**config.mk**
```make
export PLATFORM = sky130hd
export DESIGN_NAME = mt_z_collector
export DESIGN_NICKNAME = d
export VERILOG_FILES = /design/src/rtl/mt_z_collector.sv
export SDC_FILE = /design/constraint.sdc
export NUM_CORES = 1
export LEC_CHECK = 0
export BUFFER_PORTS_ARGS = -buffer_cell sky130_fd_sc_hd__buf_2
export CAP_MARGIN = 10
export CORE_UTILIZATION = 52
export DETAILED_ROUTE_END_ITERATION = 8
export MAX_ROUTING_LAYER = met4
export PLACE_DENSITY_LB_ADDON = 0.08
export SETUP_SLACK_MARGIN = 0.4
export SLEW_MARGIN = 20
export SYNTH_ARGS = -nofsm -noshare
export SYNTH_HDL_FRONTEND = slang
export SYNTH_SLANG_ARGS = --single-unit
```
**constraint.sdc**
```tcl
create_clock -name clk -period 2.88 [get_ports clk]
set_input_delay 0 -clock clk [delete_from_list [all_inputs] [get_ports clk]]
set_output_delay 0 -clock clk [all_outputs]
set_load 0.005 [all_outputs]
```
**src/rtl/mt_z_collector.sv**
```systemverilog
// Packs the 1-bit z result stream LSB-first into WIDTH-bit words carrying length and ones count.
// A flush emits a partial word; each word leaves on a valid/ready handshake.
module mt_z_collector #(
    parameter  int WIDTH = 8,
    localparam int CNT_W = $clog2(WIDTH + 1)
) (
    input  logic             clk,
    input  logic             areset,
    input  logic             in_valid,
    input  logic             in_z,
    output logic             in_ready,
    input  logic             flush,
    output logic             out_valid,
    input  logic             out_ready,
    output logic [WIDTH-1:0] out_word,
    output logic [CNT_W-1:0] out_len,
    output logic [CNT_W-1:0] out_ones,
    output logic [15:0]      word_count
);

    typedef enum logic {
        COLLECT = 1'b0,
        HOLD    = 1'b1
    } state_t;

    state_t           r_state;
    state_t           w_state_nxt;

    logic [WIDTH-1:0] r_acc;
    logic [CNT_W-1:0] r_idx;
    logic [CNT_W-1:0] r_ones;
    logic             r_out_valid;
    logic [WIDTH-1:0] r_out_word;
    logic [CNT_W-1:0] r_out_len;
    logic [CNT_W-1:0] r_out_ones;
    logic [15:0]      r_word_count;

    logic             w_accept;
    logic             w_bit;
    logic             w_last;
    logic [WIDTH-1:0] w_acc_inc;
    logic [CNT_W-1:0] w_idx_inc;
    logic [CNT_W-1:0] w_ones_inc;
    logic             w_emit;
    logic             w_release;

    assign in_ready   = (r_state == COLLECT);
    assign out_valid  = r_out_valid;
    assign out_word   = r_out_word;
    assign out_len    = r_out_len;
    assign out_ones   = r_out_ones;
    assign word_count = r_word_count;

    // Gating in_z with the accept keeps an unaccepted (possibly X) bit out of the datapath.
    assign w_accept   = in_valid && (r_state == COLLECT);
    assign w_bit      = w_accept & in_z;
    assign w_last     = w_accept && (r_idx == CNT_W'(WIDTH - 1));
    assign w_acc_inc  = r_acc | (WIDTH'(w_bit) << r_idx);
    assign w_idx_inc  = r_idx + CNT_W'(w_accept);
    assign w_ones_inc = r_ones + CNT_W'(w_bit);

    always_ff @(posedge clk or posedge areset) begin
        if (areset) begin
            r_state <= COLLECT;
        end else begin
            r_state <= w_state_nxt;
        end
    end

    always_comb begin
        w_state_nxt = r_state;
        w_emit      = 1'b0;
        w_release   = 1'b0;
        case (r_state)
            COLLECT: begin
                // A full word takes priority; flush only matters when something is held.
                w_emit = w_last || (flush && (w_idx_inc != '0));
                if (w_emit) begin
                    w_state_nxt = HOLD;
                end
            end
            HOLD: begin
                w_release = out_ready;
                if (w_release) begin
                    w_state_nxt = COLLECT;
                end
            end
            default: w_state_nxt = COLLECT;
        endcase
    end

    always_ff @(posedge clk or posedge areset) begin
        if (areset) begin
            r_acc        <= '0;
            r_idx        <= '0;
            r_ones       <= '0;
            r_out_valid  <= 1'b0;
            r_out_word   <= '0;
            r_out_len    <= '0;
            r_out_ones   <= '0;
            r_word_count <= '0;
        end else begin
            if (w_emit) begin
                r_out_valid <= 1'b1;
                r_out_word  <= w_acc_inc;
                r_out_len   <= w_idx_inc;
                r_out_ones  <= w_ones_inc;
                r_acc       <= w_acc_inc;
                r_idx       <= w_idx_inc;
                r_ones      <= w_ones_inc;
            end else if (w_accept) begin
                r_acc  <= w_acc_inc;
                r_idx  <= w_idx_inc;
                r_ones <= w_ones_inc;
            end
            if (w_release) begin
                r_out_valid  <= 1'b0;
                r_acc        <= '0;
                r_idx        <= '0;
                r_ones       <= '0;
                r_word_count <= r_word_count + 16'd1;
            end
        end
    end

endmodule
```
After elaboration in Yosys (flattened, before gate mapping)
Cells that the tools add are included.

operators by class
  divide/modulo/power cells = 0
  multipliers = 0
  reductions and logical operators = 7
  multiplexer cells = 16
  equal/unequal tests = 1
  shift-type cells = 1
  add/subtract/negate cells = 3
  $lt $le $gt $ge = 0
  bitwise gates (word level) = 3

operators with widths
  kind                     count
  $mux W4                  6
  $mux W8                  3
  $add A16 B1 Y16 const B  1
  $add A4 B1 Y4            2
  $or A8 B8 Y8             1
  $shl A1 B4 Y8            1
  $mux W1                  6
  $eq A4 B3 Y1 const B     1
  $reduce_bool A4 Y1       1
  $logic_and A1 B1 Y1      3
  $reduce_bool A3 Y1       1
  $pmux W1 S2              1
  $reduce_bool A2 Y1       1
  $and A1 B1 Y1            1
  $logic_or A1 B1 Y1       1
  $not A1 Y1               1

storage, ports and cells
  bits in writable memories = 0
  output and inout port bits = 34
  memories = 0
  register bits = 50
  bits of input ports = 6
  word-level logic and storage cells = 40
  bits in latches = 0
  memory bits (read-only) = 0

Longest topological paths before layout
Gate-level depths: netlist of run 1.

  depth in word-level cells = 9
  mapped depth = 9
  gate-level depth less buffers = 8

Worst setup path after synthesis of run 1
OpenSTA, ideal clock, no wires.

  kind = reg-to-reg
  start = register r_state
  end = register r_out_len[1] (netlist: out_len[1])
  arrival = 2351 ps
  data required time = 2753 ps
  setup slack = 401 ps
  clock period less this slack = 2479 ps
  stages on the path, launching flop included = 10
  library setup time = 127 ps
  buffers on the path = 1
  cell sequence = dfrtp_1 -> and2b_1 -> ha_1 -> ha_1 -> xor2_1 -> or3_4 -> o21ba_4 -> nor2_8 -> buf_6 -> mux2_1

on the way
  longest elaborated chain between the ends = 7
  elaborated cells between the ends (all ways) = 8
  those cells by class = add/sub (1); mux (1); bitwise (1); reduce/logical (5)

ends and longest elaborated chain
  what                      RTL line  RTL
  start: declaration        26        state_t r_state;
  start signal: assignment  66        r_state <= w_state_nxt;
  $not A1 Y1                -
  $logic_and A1 B1 Y1       55        assign w_accept = in_valid && (r_state == COLLECT);
  $add A4 B1 Y4             59        assign w_idx_inc = r_idx + CNT_W'(w_accept);
  $reduce_bool A4 Y1        77        w_emit = w_last || (flush && (w_idx_inc != '0));
  $logic_and A1 B1 Y1       77
  $logic_or A1 B1 Y1        77
  $mux W1                   74        case (r_state)
  end signal: assignment    106       r_out_len <= w_idx_inc;
  end: declaration          34        logic [CNT_W-1:0] r_out_len;

Parallel ways exist; a longest one is shown, timed or not.
A chain may end at the register's enable or synchronous reset.

Worst setup path in the final report of run 1
  start = register r_state
  end = register r_out_len[2] (netlist: out_len[2])

Same word-level chain as after synthesis.

==> results of run 1 <==
==> cell families after synthesis <==
kind of cell    synth area share (%)
simple gates                   15.01
flops                          54.79
compound gates                 9.589
xor+xnor                       7.288
mux                            7.726
buf+inv                        2.849
fa+ha+maj                      2.740
==> timing repair <==
action / 4_1_cts / 5_1_grt
hold buffers: 3 / 0
buffers inserted: 3 / 3
endpoints found under the setup margin: 19 / 22
gates resized for setup: 2 / 5
cloned: 0 / 1
pin swaps: 1 / 2
endpoints found under the hold margin: 52 / 0
==> through the flow <==
stage	instances	util, %
after global routing	297	67.35
after detailed placement	279	61.08
after floorplan	194	-
after CTS	293	65.52
after global placement	279	61.08
final	297	67.35
==> flip-flops by register name, summed over array words and instances (netlist names) <==
name / count
out_len: 4
out_ones: 4
out_valid: 1
out_word: 8
r_acc: 8
r_idx: 4
r_ones: 4
r_state: 1
word_count: 16
==> routing by layer <==
layer / routed length (um) / global-route usage (%)
met2: 2231 / 33.33
met5: 0 / -
met3: 145 / 6.000
met1: 2235 / 30.59
met4: 43 / 6.250
==> cell type report <==
class,instances,area (um2)
fillers,317,1344
flip-flops and latches,50,1251
multi-input cells,131,1002
repair buffers,50,315.3
clock buffers,5,68.82
well taps,50,62.56
clock inverters,3,40.04
inverters,8,31.28
==> cell usage in the layout (no fill, tap or decap), types with 4 or more instances in the layout <==
master,netlist,layout
xnor2_1,14,14
a22o_1,4,4
dfrtp_1,50,50
xor2_1,5,5
nand2_1,9,9
nor3_1,7,7
and2_1,8,8
inv_1,8,7
mux2_1,13,13
nor2_1,13,13
buf_2,1,39
a21o_1,5,5
a21oi_1,5,5
nand3_1,10,10
clkbuf_8,0,5
buf_4,0,6
==> worst max-delay path: cells and delay by family (launching register included) <==
family	cells	cell delay [ns]
adders and majority gates	2	0.33
DFF	1	0.34
and+or+nand+nor	3	0.76
AOI/OAI and AO/OA	1	0.23
xor gates and xnor gates	1	0.15
muxes	1	0.31
buffers and inverters	1	0.17
==> where the power goes <==
part | switching [mW] | leakage [nW] | internal [mW]
clock | 0.227 | 0.0579 | 0.256
sequential | 0.141 | 0.678 | 0.858
combinational | 0.442 | 0.728 | 0.455
total | 0.811 | 1.46 | 1.57
==> final timing paths <==
kind / from / end / depth (start not counted)
hold reg to reg: word_count[15] / word_count[15] / 1
setup reg to reg: r_state / out_len[2] / 9
hold / removal: flush / r_idx[3] / 4
max in group asynchronous: areset / out_len[2] / 3
min in group asynchronous: areset / r_idx[0] / 3
setup / recovery: r_state / out_len[2] / 9
==> flow_metrics.tcl, run 1 <==
set metrics [dict create \
    outcome "complete, no violations" \
    seq_area_frac_synth_pct 54.79 \
    grt_util_all_layers_pct 22.60 \
    place_area_mm2 0.002514 \
    synth_cell_type_count 38 \
    finalSetupTns_ns 0 \
    async_reset_ff_share_pct 100.0 \
    yosys.area.top_type "dfrtp_1" \
    min_path_type "in -> reg" \
    io_buffers 39 \
    synthDominantCellAreaShare_pct 54.79 \
    max_stage_delay_ns 0.36 \
    setup_slack_ns 0.4734 \
    drtIter0Drc 109 \
    first_pass_iters 4 \
    crit_chain "and2b_2 -> ha_4 -> ha_4 -> xor2_1 -> or3_4 -> o21ba_4 -> nor2_8 -> clkbuf_16 -> mux2_1" \
    crit_path_top_delay_cell "or3_4" \
    rsz0062_at_grt "no" \
    drive_gt1_share_pct 25.91 \
    synth_fp_nets 205 \
    hold_viol_final 0 \
    nets 257 \
    ios 40 \
    fmax_mhz 415.5 \
    clockBufferDepth 2 \
    drc 0 \
    holdWs_ns 0.1717 \
    dieArea_mm2 0.004660 \
    gp_congestion 0.8797 \
    grt_start_max_net_pins 51 \
    vdd_ir_drop_max_mv 0.4431 \
    cts_root_buffer "clkbuf_8" \
    drt-total-wl_um 4656 \
    antenna_found_initial 0 \
    synth.most_common_cell "dfrtp_1" \
    wl_per_cell_um 15.68 \
    finalClockSkew_ns 0.01109 \
    avgSynthCellArea_um2 11.77 \
    final_cell_area_mm2 0.002771 \
    synth-seq-cells 50 \
    clock_latency_ns 0.30 \
    crit_type "reg -> reg" \
    rows 23 \
    cts_tree "done" \
    required_ns 3.06 \
    synthTopCellsByArea "dfrtp_1, mux2_1, xnor2_1, ha_1, and2_1" \
    r2r_slack_ns 0.47 \
    post-route-period-util_pct 83.56 \
    ys_top_cells_by_count "dfrtp_1, xnor2_1, mux2_1, nor2_1, nand3_1" \
    drv_cap 0 \
    vias 1616 \
    ant_nets 0 \
    setup_violations 0 \
    netlist_area_mm2 0.002283 \
    grt_pass1_wl_um 7348 \
    clk_pin_slew_worst_paths_ns 0.09 \
    insertedDiodeCount 0 \
    tightest_slew_ns 0.8521 \
    ys_warn_count 0 \
    maxSlewViolCount 0 \
    relSlewSlack_pct 43.13 \
    dp_worst_setup_slack_ns 0.3166 \
    htree_levels 2 \
    viasPerCell 5.441 \
    power_density_mw_per_mm2 858.7 \
    start_util_pct 55.49 \
    worstSetupStartpointType "flop" \
    grt_overflow 0 \
    grt_pass1_vias 1508 \
    cts.sinks 50 \
    synthCells 194 \
    timing.critical_path.mode_cell "ha_4" \
    end_kind "flop" \
    power.total_mw 2.380 \
    synth_edf_count 0 \
    area_growth_pct 21.37 \
    cp_max_fo 5 \
    arrival_ns 2.59 \
    die_h_um 68.27 \
    dp_hpwl_um 3186 \
    die_w_um 68.27 \
    numCtsBuffers 5 \
    core_area_mm2 0.004115 \
    ys.flop_type "dfrtp_1" \
    power.leakage_nw 1.465 \
    fin_crit_ns 2.407 \
]
No activity file was read; power rests on OpenSTA's default activity.
==> inputs of run 2 (changes only) <==
==> constraint.sdc (replaced) <==
create_clock -name clk -period 2.5 [get_ports clk]
set_input_delay 0 -clock clk [delete_from_list [all_inputs] [get_ports clk]]
set_output_delay 0 -clock clk [all_outputs]
set_load 0.005 [all_outputs]
==> run 2 against run 1 <==
Net effect: final cell count up 1.0%; via count grew 2.9%; worst hold slack worse by 0.15 ns; clock power up 14%; clock skew fell by 0.0064 ns; die area unchanged; critical path depth did not move; first-iteration DRC count shrank 18%; largest power group is now combinational logic.
==> flow_metrics.tcl, run 2 (synthesis results as in run 1) <==
set metrics [dict create \
    grt_start_max_net_pins 51 \
    vdd_ir_drop_max_mv 0.4713 \
    vias 1663 \
    htree_levels 2 \
    grt_overflow 0 \
    maxSlewViolCount 0 \
    cts_root_buffer "clkbuf_8" \
    viasPerCell 5.543 \
    hold_viol_final 0 \
    rsz0062_at_grt "yes" \
    hold_depth 3 \
    drc 0 \
    drt-total-wl_um 4763 \
    setup_violations 0 \
    fin_crit_ns 2.355 \
    worstSetupStartpointType "flop" \
    clk_pin_slew_worst_paths_ns 0.09 \
    seq_area_mm2 0.001251 \
    final_cell_mix "dfrtp_1, buf_2, nor2_1, xnor2_1, mux2_4" \
    final_core_util_pct 70.05 \
    numCtsBuffers 5 \
    antenna_found_initial 0 \
    dieArea_mm2 0.004660 \
    setup_slack_ns 0.1453 \
    worstSetupStartpoint "r_state" \
    wl_per_cell_um 15.88 \
    insertedDiodeCount 0 \
    gp_congestion 0.8363 \
    required_ns 2.69 \
    ios 40 \
    start_util_pct 55.49 \
    fmax_mhz 424.7 \
    reg2regPathDepth 9 \
    nets 260 \
    dp_hpwl_um 3288 \
    finalSetupTns_ns 0 \
    nFillCells 294 \
    cts_tree "done" \
    die_w_um 68.27 \
    power.leakage_nw 1.526 \
    grt_util_all_layers_pct 22.51 \
    die_h_um 68.27 \
    relSlewSlack_pct 44.27 \
    end_kind "flop" \
    min-delay-start "out_ready" \
    largest_reg_flops 16 \
    grt_pass1_vias 1579 \
    grt_pass1_wl_um 7417 \
    crit_path_top_delay_cell "or3_4" \
    min_path_type "in -> reg" \
    ant_nets 0 \
    clockBufferDepth 2 \
    drive_gt1_share_pct 33.60 \
    io_buffers 39 \
    area_growth_pct 26.25 \
    final_common_cell "dfrtp_1" \
    post-route-period-util_pct 94.19 \
    power_density_mw_per_mm2 1020 \
    cp_max_fo 5 \
    dp_worst_setup_slack_ns 0.02828 \
    rows 23 \
    crit_type "reg -> reg" \
    tightest_slew_ns 0.8350 \
    first_pass_iters 4 \
    multiInputGateArea_mm2 0.001084 \
    core_area_mm2 0.004115 \
    max_stage_delay_ns 0.35 \
    crit_chain "and2b_2 -> ha_4 -> ha_4 -> xor2_2 -> or3_4 -> o21ba_4 -> nor2_8 -> buf_6 -> mux2_4" \
    finalClockSkew_ns 0.004715 \
    arrival_ns 2.55 \
    worstReg2RegStart "r_state" \
    drv_cap 0 \
    timing.critical_path.mode_cell "ha_4" \
    outcome "complete, no violations" \
    cts.sinks 50 \
    drtIter0Drc 89 \
    clock_latency_ns 0.30 \
]
-- run 2: cell count changes in the layout (fill, tap and decap cells not counted), moves of 2 or more --
| cell | before | now |
|---|---|---|
| buf_4 | 6 | 8 |
| dlygate4sd3_1 | 3 | 1 |
| clkinv_2 | 3 | 1 |
| mux2_1 | 13 | 1 |
| buf_6 | 0 | 3 |
| mux2_4 | 0 | 12 |
-- run 2: per-stage QoR --
step	hold slack, ns	power, mW	instances	area, um2
final	0.01959	2.941	300	2883
after global routing	0.04020	3.121	300	2883
after CTS	0.01844	2.822	296	2804
after detailed placement	0.3003	2.108	279	2566
after global placement	0.2767	2.067	279	2566
after floorplan	0.1598	1.835	194	2340
-- run 2: area by class of cell --
class	instances	share of cell area [%]
Clock buffer	6	2.517
Clock inverter	2	1.302
Inverter	8	1.085
Multi-Input combinational cell	131	37.59
Sequential cell	50	43.40
Tap cell	50	2.170
Timing Repair Buffer	53	11.94
-- run 2: repair_timing --
action                     in CTS  in global routing
hold endpoints to repair       50                  0
gates resized for setup        11                  6
pin swaps                       1                  3
hold buffers                    1                  0
setup endpoints to repair      25                 26
cloned                          0                  1
setup buffers                   8                  3
-- run 2: where the power goes --
group          leakage (nW)  switching (mW)  internal (mW)
sequential            0.678           0.172          0.989
combinational         0.796           0.561          0.668
clock                0.0514           0.252          0.298
total                  1.53           0.985           1.96
-- run 2: metal layers --
layer | track usage [%] | share of wire, % | up-vias
met5 | - | 0 | -
met4 | 8.594 | 1.9 | 0
met3 | 4.000 | 2.9 | 11
met2 | 34.56 | 48 | 41
met1 | 29.59 | 48 | 818
li1 | - | - | 793
-- run 2: final timing paths --
path                                  end  slack, ns
max                           out_ones[2]       0.15
min reg2reg                word_count[15]       0.47
max in group asynchronous   word_count[2]       1.61
min in group asynchronous       r_ones[2]       0.38
max reg2reg                   out_ones[2]       0.15
min                             out_valid       0.02
-- run 2: critical path: cells and delay by family (launching register included) --
| kind | cells | cell delay, ns |
|---|---|---|
| mux | 1 | 0.30 |
| xor+xnor | 1 | 0.14 |
| flops | 1 | 0.34 |
| compound gates | 1 | 0.23 |
| fa+ha+maj | 2 | 0.33 |
| buf+inv | 1 | 0.16 |
| simple gates | 3 | 0.73 |
